[src/rtl/path_node_sequencer_if.sv]
// rtl/path_node_sequencer_if.sv - route entry load channel between route source and sequencer
interface path_node_sequencer_if #(
  parameter int POS_W = 5
) ();
  logic             load_valid;
  logic             load_ready;
  logic [POS_W-1:0] load_pos;
  logic [1:0]       load_turn;
  logic             load_last;

  modport master (
    output load_valid,
    output load_pos,
    output load_turn,
    output load_last,
    input  load_ready
  );

  modport slave (
    input  load_valid,
    input  load_pos,
    input  load_turn,
    input  load_last,
    output load_ready
  );
endinterface

[src/rtl/path_node_sequencer.sv]
// rtl/path_node_sequencer.sv - steps the line follower through a preloaded node route
module path_node_sequencer #(
  parameter int MAX_NODES = 32,
  parameter int POS_W     = 5,
  parameter int MIN_GAP   = 3125
) (
  input  logic                 clk_3125KHz,
  input  logic                 rst,
  path_node_sequencer_if.slave ld,
  input  logic                 start,
  input  logic                 clear,
  input  logic                 node_changed,
  input  logic                 EU_FAULT_FLAG,
  output logic [POS_W-1:0]     realtime_pos,
  output logic [1:0]           turn_flag,
  output logic                 end_path,
  output logic                 run_en,
  output logic [5:0]           path_len,
  output logic [4:0]           node_idx,
  output logic                 load_err
);
  localparam int               GAP_W     = $clog2(MIN_GAP + 1);
  localparam logic [GAP_W-1:0] GAP_MAX   = GAP_W'(MIN_GAP);
  localparam logic [4:0]       LAST_SLOT = 5'(MAX_NODES - 1);

  typedef enum logic [2:0] {IDLE, LOAD, READY, RUN, HOLD, DONE} state_t;

  state_t           state;
  logic [POS_W+1:0] mem [MAX_NODES];
  logic [4:0]       wr_ptr;
  logic [GAP_W-1:0] gap_cnt;
  logic             start_q;

  logic             load_fire;
  logic             last_entry;
  logic             gap_ok;
  logic             at_last;
  logic [4:0]       next_idx;
  logic [POS_W+1:0] entry0;

  assign load_fire  = ld.load_valid && ld.load_ready;
  // A full memory forces the current entry to close the route.
  assign last_entry = ld.load_last || (wr_ptr == LAST_SLOT);
  assign gap_ok     = (gap_cnt == GAP_MAX);
  assign at_last    = ({1'b0, node_idx} == (path_len - 6'd1));
  assign next_idx   = node_idx + 5'd1;
  // A one-entry route writes slot 0 on the same edge it is presented, so forward it.
  assign entry0     = (wr_ptr == 5'd0) ? {ld.load_pos, ld.load_turn} : mem[0];

  // Route memory write port; contents are not reset and are rewritten on each load.
  always_ff @(posedge clk_3125KHz) begin
    if (load_fire && !clear) begin
      mem[wr_ptr] <= {ld.load_pos, ld.load_turn};
    end
  end

  // Sequencer FSM with all outputs registered.
  always_ff @(posedge clk_3125KHz or posedge rst) begin
    if (rst) begin
      state         <= IDLE;
      ld.load_ready <= 1'b1;
      wr_ptr        <= '0;
      gap_cnt       <= GAP_MAX;
      start_q       <= 1'b0;
      realtime_pos  <= '0;
      turn_flag     <= '0;
      end_path      <= 1'b0;
      run_en        <= 1'b0;
      path_len      <= '0;
      node_idx      <= '0;
      load_err      <= 1'b0;
    end else begin
      start_q <= start;
      if (clear) begin
        state         <= IDLE;
        ld.load_ready <= 1'b1;
        wr_ptr        <= '0;
        gap_cnt       <= GAP_MAX;
        realtime_pos  <= '0;
        turn_flag     <= '0;
        end_path      <= 1'b0;
        run_en        <= 1'b0;
        path_len      <= '0;
        node_idx      <= '0;
        load_err      <= 1'b0;
      end else begin
        case (state)
          IDLE, LOAD: begin
            gap_cnt <= GAP_MAX;
            if (load_fire) begin
              if (last_entry) begin
                path_len                  <= 6'(wr_ptr) + 6'd1;
                wr_ptr                    <= '0;
                ld.load_ready             <= 1'b0;
                load_err                  <= !ld.load_last;
                {realtime_pos, turn_flag} <= entry0;
                state                     <= READY;
              end else begin
                wr_ptr <= wr_ptr + 5'd1;
                state  <= LOAD;
              end
            end
          end
          READY: begin
            {realtime_pos, turn_flag} <= mem[0];
            if (start && !start_q) begin
              node_idx <= '0;
              run_en   <= 1'b1;
              state    <= RUN;
            end
          end
          RUN: begin
            if (EU_FAULT_FLAG) begin
              // Fault beats a coincident node pulse; counter and index freeze.
              run_en <= 1'b0;
              state  <= HOLD;
            end else if (node_changed && gap_ok) begin
              gap_cnt <= '0;
              if (at_last) begin
                end_path <= 1'b1;
                run_en   <= 1'b0;
                state    <= DONE;
              end else begin
                node_idx                  <= next_idx;
                {realtime_pos, turn_flag} <= mem[next_idx];
              end
            end else if (!gap_ok) begin
              gap_cnt <= gap_cnt + 1'b1;
            end
          end
          HOLD: begin
            if (!EU_FAULT_FLAG) begin
              run_en <= 1'b1;
              state  <= RUN;
            end
          end
          DONE: begin
            end_path <= 1'b1;
            run_en   <= 1'b0;
          end
          default: state <= IDLE;
        endcase
      end
    end
  end
endmodule
[src/flat_wrapper.sv]
// flat-port wrapper written by rule: the top's interface ports become plain ports
module path_node_sequencer_flat 
#(
  parameter int MAX_NODES = 32,
  parameter int POS_W     = 5,
  parameter int MIN_GAP   = 3125
)
  (clk_3125KHz, rst, start, clear, node_changed, EU_FAULT_FLAG, realtime_pos, turn_flag, end_path, run_en, path_len, node_idx, load_err, ld_load_valid, ld_load_pos, ld_load_turn, ld_load_last, ld_load_ready);
  path_node_sequencer_if #(.POS_W(POS_W)) ld_i ();
  input  logic clk_3125KHz;
  input  logic rst;
  input  logic start;
  input  logic clear;
  input  logic node_changed;
  input  logic EU_FAULT_FLAG;
  output logic [POS_W-1:0] realtime_pos;
  output logic [1:0] turn_flag;
  output logic end_path;
  output logic run_en;
  output logic [5:0] path_len;
  output logic [4:0] node_idx;
  output logic load_err;
  input wire logic [$bits(ld_i.load_valid)-1:0] ld_load_valid;
  input wire logic [$bits(ld_i.load_pos)-1:0] ld_load_pos;
  input wire logic [$bits(ld_i.load_turn)-1:0] ld_load_turn;
  input wire logic [$bits(ld_i.load_last)-1:0] ld_load_last;
  output wire logic [$bits(ld_i.load_ready)-1:0] ld_load_ready;
  assign ld_i.load_valid = ld_load_valid;
  assign ld_i.load_pos = ld_load_pos;
  assign ld_i.load_turn = ld_load_turn;
  assign ld_i.load_last = ld_load_last;
  assign ld_load_ready = ld_i.load_ready;
  path_node_sequencer #(.MAX_NODES(MAX_NODES), .POS_W(POS_W), .MIN_GAP(MIN_GAP)) u_core (.clk_3125KHz(clk_3125KHz), .rst(rst), .ld(ld_i), .start(start), .clear(clear), .node_changed(node_changed), .EU_FAULT_FLAG(EU_FAULT_FLAG), .realtime_pos(realtime_pos), .turn_flag(turn_flag), .end_path(end_path), .run_en(run_en), .path_len(path_len), .node_idx(node_idx), .load_err(load_err));
endmodule
[config.mk]
export PLATFORM = sky130hd
export DESIGN_NAME = path_node_sequencer_flat
export DESIGN_NICKNAME = d
export VERILOG_FILES = /design/src/rtl/path_node_sequencer_if.sv /design/src/rtl/path_node_sequencer.sv /design/src/flat_wrapper.sv
export SDC_FILE = /design/constraint.sdc
export NUM_CORES = 1
export LEC_CHECK = 0
export BUFFER_PORTS_ARGS = -buffer_cell sky130_fd_sc_hd__buf_2
export CORE_MARGIN = 4
export CORE_UTILIZATION = 55
export CTS_CLUSTER_DIAMETER = 100
export DETAILED_ROUTE_END_ITERATION = 16
export MAX_ROUTING_LAYER = met4
export PLACE_DENSITY_LB_ADDON = 0.08
export SETUP_SLACK_MARGIN = 0.05
export SLEW_MARGIN = 10
export SYNTH_ARGS = -nofsm -noshare
export SYNTH_HDL_FRONTEND = slang
export SYNTH_SLANG_ARGS = --single-unit
[constraint.sdc]
create_clock -name clk_3125KHz -period 6.5 [get_ports clk_3125KHz]
set_input_delay 0.65 -clock clk_3125KHz [delete_from_list [all_inputs] [get_ports clk_3125KHz]]
set_output_delay 0.65 -clock clk_3125KHz [all_outputs]
set_load 0.005 [all_outputs]
Word level (Yosys, flattened, before mapping)
Memories as Yosys holds them, arrays and structs flattened.
Index checks and enable logic that the tools add are counted.
W data, S select, Z words.
- logic and storage cells: 130
- bits in writable memories: 224
- flip-flop bits (word level): 43
- memories kept: 1
- input bits: 15
- equality and inequality tests: 20
- add/subtract/negate cells: 5
- reduce and logical (&&, ||, !) cells: 27
- mux-type cells: 65
- memories (name ; words ; width ; read ports ; clocked after Yosys merged registers in ; wr ports ; line ; source):
    u_core.mem ; 32 ; 7 ; 2 ; 0 ; 1 ; path_node_sequencer.sv:29 ; logic [POS_W+1:0] mem [MAX_NODES];
- operators by type and width (operator ; number):
    $mux W5 ; 15
    $mux W12 ; 4
    $mux W6 ; 4
    $pmux W12 S2 ; 1
    $mux W3 ; 7
    $mux W1 ; 20
    $ne A3 B2 Y1 const B ; 5
    $pmux W3 S5 ; 1
    $pmux W5 S3 ; 1
    $mux W2 ; 7
    $add A12 B1 Y12 const B ; 1
    $eq A12 B12 Y1 const B ; 1
    $reduce_and A6 Y1 ; 2
    $add A5 B1 Y5 const B ; 2
    $pmux W5 S2 ; 1
    $reduce_and A5 Y1 ; 2
    $ne A3 B3 Y1 const B ; 3
    $reduce_bool A3 Y1 ; 3
    $ne A4 B3 Y1 const B ; 2
    $mux W7 ; 1
    $add A5 B1 Y6 const B ; 1
    $eq A3 B2 Y1 const B ; 2
    $eq A3 B3 Y1 const B ; 2
    $eq A5 B6 Y1 ; 1
    20 further kinds ; 28

Logic depth before layout (Yosys ltp)
- depth after elaboration: 7
- gate-level depth with buffers: 10
- mapped depth without buffers: 9

Worst setup path before layout
Ideal clock, no wire load.
- path kind: register to register
- start: register u_core.path_len[0]
- end: register u_core.state[0]
- path buffers: 0
- setup time: 0.128 ns
- required time: 6.372 ns
- cell stages (with the launch flop): 9
- arrival: 2.056 ns
- slack: 4.316 ns
- cells stage by stage: dfrtp_1 -> inv_1 -> ha_1 -> xnor2_1 -> o2bb2ai_1 -> a2111oi_4 -> o211ai_1 -> a21oi_2 -> mux2_1
- word-level cells in the longest chain between the ends: 4
- ends and longest elaborated chain (what ; line ; source):
    from (decl) ; path_node_sequencer.sv:18 ; output logic [5:0] path_len,
    from (signal assigned) ; path_node_sequencer.sv:92 ; path_len <= 6'(wr_ptr) + 6'd1;
    $sub A6 B1 Y6 ; path_node_sequencer.sv:45 ; assign at_last = ({1'b0, node_idx} == (path_len - 6'd1));
    $eq A5 B6 Y1 ; path_node_sequencer.sv:45 ;
    $ne A4 B3 Y1 (no line) ; - ;
    $reduce_and A6 Y1 (no line) ; - ;
    to (signal assigned) ; path_node_sequencer.sv:60 ; state <= IDLE;
    to (signal assigned) ; path_node_sequencer.sv:75 ; state <= IDLE;
    to (signal assigned) ; path_node_sequencer.sv:97 ; state <= READY;
    to (decl) ; path_node_sequencer.sv:28 ; state_t state;
No other way between the ends.
A chain may end at the register's enable or synchronous reset.

Final worst setup path
- start: register u_core.node_idx[0]
- end: register u_core.realtime_pos[3]
- word-level cells in the longest chain between the ends: 7
- ends and longest elaborated chain (what ; line ; source):
    from (decl) ; path_node_sequencer.sv:19 ; output logic [4:0] node_idx,
    from (signal assigned) ; path_node_sequencer.sv:124 ; node_idx <= next_idx;
    $add A5 B1 Y5 ; path_node_sequencer.sv:46 ; assign next_idx = node_idx + 5'd1;
    $mem_v2 Z32 W7 ; - ;
    $mux W5 ; path_node_sequencer.sv:119 ; if (at_last) begin
    $mux W5 ; path_node_sequencer.sv:117 ; end else if (node_changed && gap_ok) begin
    $mux W5 ; path_node_sequencer.sv:113 ; if (EU_FAULT_FLAG) begin
    $pmux W5 S3 ; path_node_sequencer.sv:87 ; case (state)
    $mux W5 ; path_node_sequencer.sv:74 ; if (clear) begin
    to (signal assigned) ; path_node_sequencer.sv:96 ; {realtime_pos, turn_flag} <= entry0;
    to (signal assigned) ; path_node_sequencer.sv:105 ; {realtime_pos, turn_flag} <= mem[0];
    to (signal assigned) ; path_node_sequencer.sv:125 ; {realtime_pos, turn_flag} <= mem[next_idx];
    to (decl) ; path_node_sequencer.sv:14 ; output logic [POS_W-1:0] realtime_pos,
Several ways; a longest one is shown, not always the timed one. The select of a mux whose other input is x is not followed.

==> impl_metrics.yaml <==
pwr:
  switching_power_w: 0.00104
  netSwitchingFraction: 0.249
  vdd_drop_max_uv: 252
  p_clk_frac: 0.396
  seq_power_share: 0.479
  power_frac_comb: 0.125
  leakagePower_nw: 4.23
  powerDensity_nw_per_um2: 329
  internal_power_w: 0.00315
yosys:
  yosys.cell_types.count: 67
  synthArstFlopShare: 0.161
  yosys.area.top_type: "edfxtp_1"
  avgSynthCellArea_um2: 15.8
  syn_nets: 746
  synth_ff_type: "edfxtp_1"
  synthCells: 722
  yosys_warnings: 0
  synth_edf_count: 224
  synth_top_cell_area_share: 0.588
  ys_top_cells_by_area: "edfxtp_1 (59%), mux4_2 (11%), dfrtp_1 (7.9%)"
  yosysSeqAreaShare: 0.683
  netlist_area_um2: 11400
  ys_ff_latch: 267
cells_and_area:
  drive_gt1_frac: 0.211
  mostFrequentLayoutCells: "edfxtp_1 (224), nand2_1 (66), nor2_1 (61), mux4_2 (56), buf_2 (36)"
  nNetsFinal: 782
  area_growth_pct: 11.6
  design_area_um2: 12800
  layout_commonest_cell: "edfxtp_1"
  num_antenna_cells: 0
placement:
  gp_congestion: 0.912
  place_hpwl_um: 16000
  place_area_um2: 11800
  io_buffers: 36
clock_tree:
  postCtsSetupBuffers: 0
  clk_pin_slew_ns: 0.06
  cts_buffer_depth: 3
  clock_latency_ns: 0.55
  cts_sinks: 267
  numCtsBuffers: 28
  cts_tree: "yes"
  cts_resized: 0
  ctsHtreeMaxLevel: 1
  hold_buffers: 0
  cts-root-buf: "clkbuf_16"
die:
  dieHeight_um: 152
  rows: 52
  fp.dieW_um: 152
  io_pins: 37
  initial_core_util: 0.562
  core_um2: 20400
  die-area_um2: 23200
setup_path:
  critPathLaunchType: "register"
  path_delay_family: "adder cells"
  cpPeakStageDelay_ns: 1.04
  slowest_stage: "ha_2"
  worst-path-buf-inv: 1
  critPathKind: "reg -> reg"
  crit_chain: "ha_2 > buf_4 > mux4_2 > nand2_1 > a21oi_1 > nor4_1 > o2bb2ai_1"
  cp_max_fo: 35
  worstSetupEndpointType: "register"
  cp.required_ns: 6.92
  cp.arrival_ns: 3.71
timing:
  finalSetupViolCount: 0
  fin_skew_ns: 0.0135
  setup_tns_ns: 0
  max_freq_mhz: 304
  hold_violations: 0
  min_period_ns: 3.29
  slew-limit-headroom: 0.191
  maxSlewViolCount: 0
  finalCritPeriodShare: 0.507
  grt_setup_unrepaired: "no"
  max_slew.worst_pin.slew_ns: 1.21
routing:
  ant_nets: 0
  post_drt_wl_per_cell_um: 24.4
  vias: 6573
  drt_pass1_iterations: 5
  vias_per_cell: 6.28
  drc: 0
  first_iter_violations: 628
  wirelength_um: 25500
global_route:
  grt-ovfl-total: 0
  grt_usage: 0.228
  grt_max_degree: 51
  antenna_found_initial: 0
  grt_pass1_vias: 6708
  grt_pass1_wl_um: 39600
hold_path:
  hold_class: "in -> reg"
status:
  status: "finished, final reports clean"
run:
  max_cap_violations: 0
power by group through the flow:
stage	combinational [W]	sequential [W]	clock (W)
6_report	0.000524	0.00201	0.00166
5_1_grt	0.000576	0.00202	0.00176
4_1_cts	0.000524	0.00201	0.00168
3_5_place_dp	0.000521	0.00204	0
3_3_place_gp	0.000507	0.00204	0
2_1_floorplan	0.000394	0.00200	0
final timing paths:
| kind | startpoint | end | slack [ns] | cells after the start |
|---|---|---|---|---|
| max | u_core.node_idx[0] | u_core.realtime_pos[3] | 3.21 | 7 |
| min | start | u_core.start_q | 0.24 | 1 |
| max reg2reg | u_core.node_idx[0] | u_core.realtime_pos[3] | 3.21 | 7 |
| min reg2reg | u_core.ld.load_ready | u_core.ld.load_ready | 0.48 | 2 |
| max in group asynchronous | rst | u_core.node_idx[0] | 5.44 | 2 |
| min in group asynchronous | rst | u_core.gap_cnt[1] | 0.33 | 2 |
stage by stage:
stage	power, W	setup WS [ns]	utilization	instances	hold slack [ns]
floorplan	0.00239	4.32	-	722	0.463
global placement	0.00255	3.32	0.580	998	0.463
detailed placement	0.00256	3.22	0.580	998	0.466
CTS	0.00421	3.19	0.627	1047	0.215
global route	0.00435	3.00	0.627	1047	0.227
finish	0.00420	3.21	0.627	1047	0.239
state kept, by name, indices dropped and copies added (netlist names):
| signal | count |
|---|---|
| u_core.end_path | 1 |
| u_core.gap_cnt | 12 |
| u_core.ld.load_ready | 1 |
| u_core.load_err | 1 |
| u_core.mem | 224 |
| u_core.node_idx | 5 |
| u_core.path_len | 6 |
| u_core.realtime_pos | 5 |
| u_core.run_en | 1 |
| u_core.start_q | 1 |
| u_core.state | 3 |
| u_core.turn_flag | 2 |
| u_core.wr_ptr | 5 |
per-layer routing:
layer / global-route usage / vias up / share of wire
met5: - / - / 0
met4: 0.0544 / 0 / 0.022
met3: 0.0372 / 45 / 0.070
met2: 0.369 / 239 / 0.50
met1: 0.310 / 3397 / 0.41
li1: - / 2892 / -
Yosys cell counts, drive strengths merged (4+ instances only):
master,instances
a21oi,34
a22o,7
and3,11
buf,22
clkbuf,10
dfrtp,36
dfstp,7
edfxtp,224
ha,9
inv,13
mux2i,16
mux4,56
nand2,66
nand2b,10
nand3,18
nand3b,4
nor2,64
nor3,6
nor4,8
o21ai,28
o22ai,8
o2bb2ai,9
o31ai,5
xnor2,7
xor2,4
layout make-up:
class,count,area (um2)
Inverter,14,52.6
Timing Repair Buffer,38,195
Fill cell,1485,7600
Clock inverter,19,255
Clock buffer,30,708
Multi-Input combinational cell,409,3400
Sequential cell,267,7820
Tap cell,270,338
kinds of logic (layout without fill, tap and decap cells):
group	count (synthesis)	count (layout)	synth area share
compound gates	111	111	0.0645
xor+xnor	11	11	0.00974
fa+ha+maj	9	9	0.00985
buf+inv	46	101	0.0196
flops	267	267	0.683
mux	74	74	0.126
simple gates	204	204	0.0870
(Power assumes the default switching activity.)
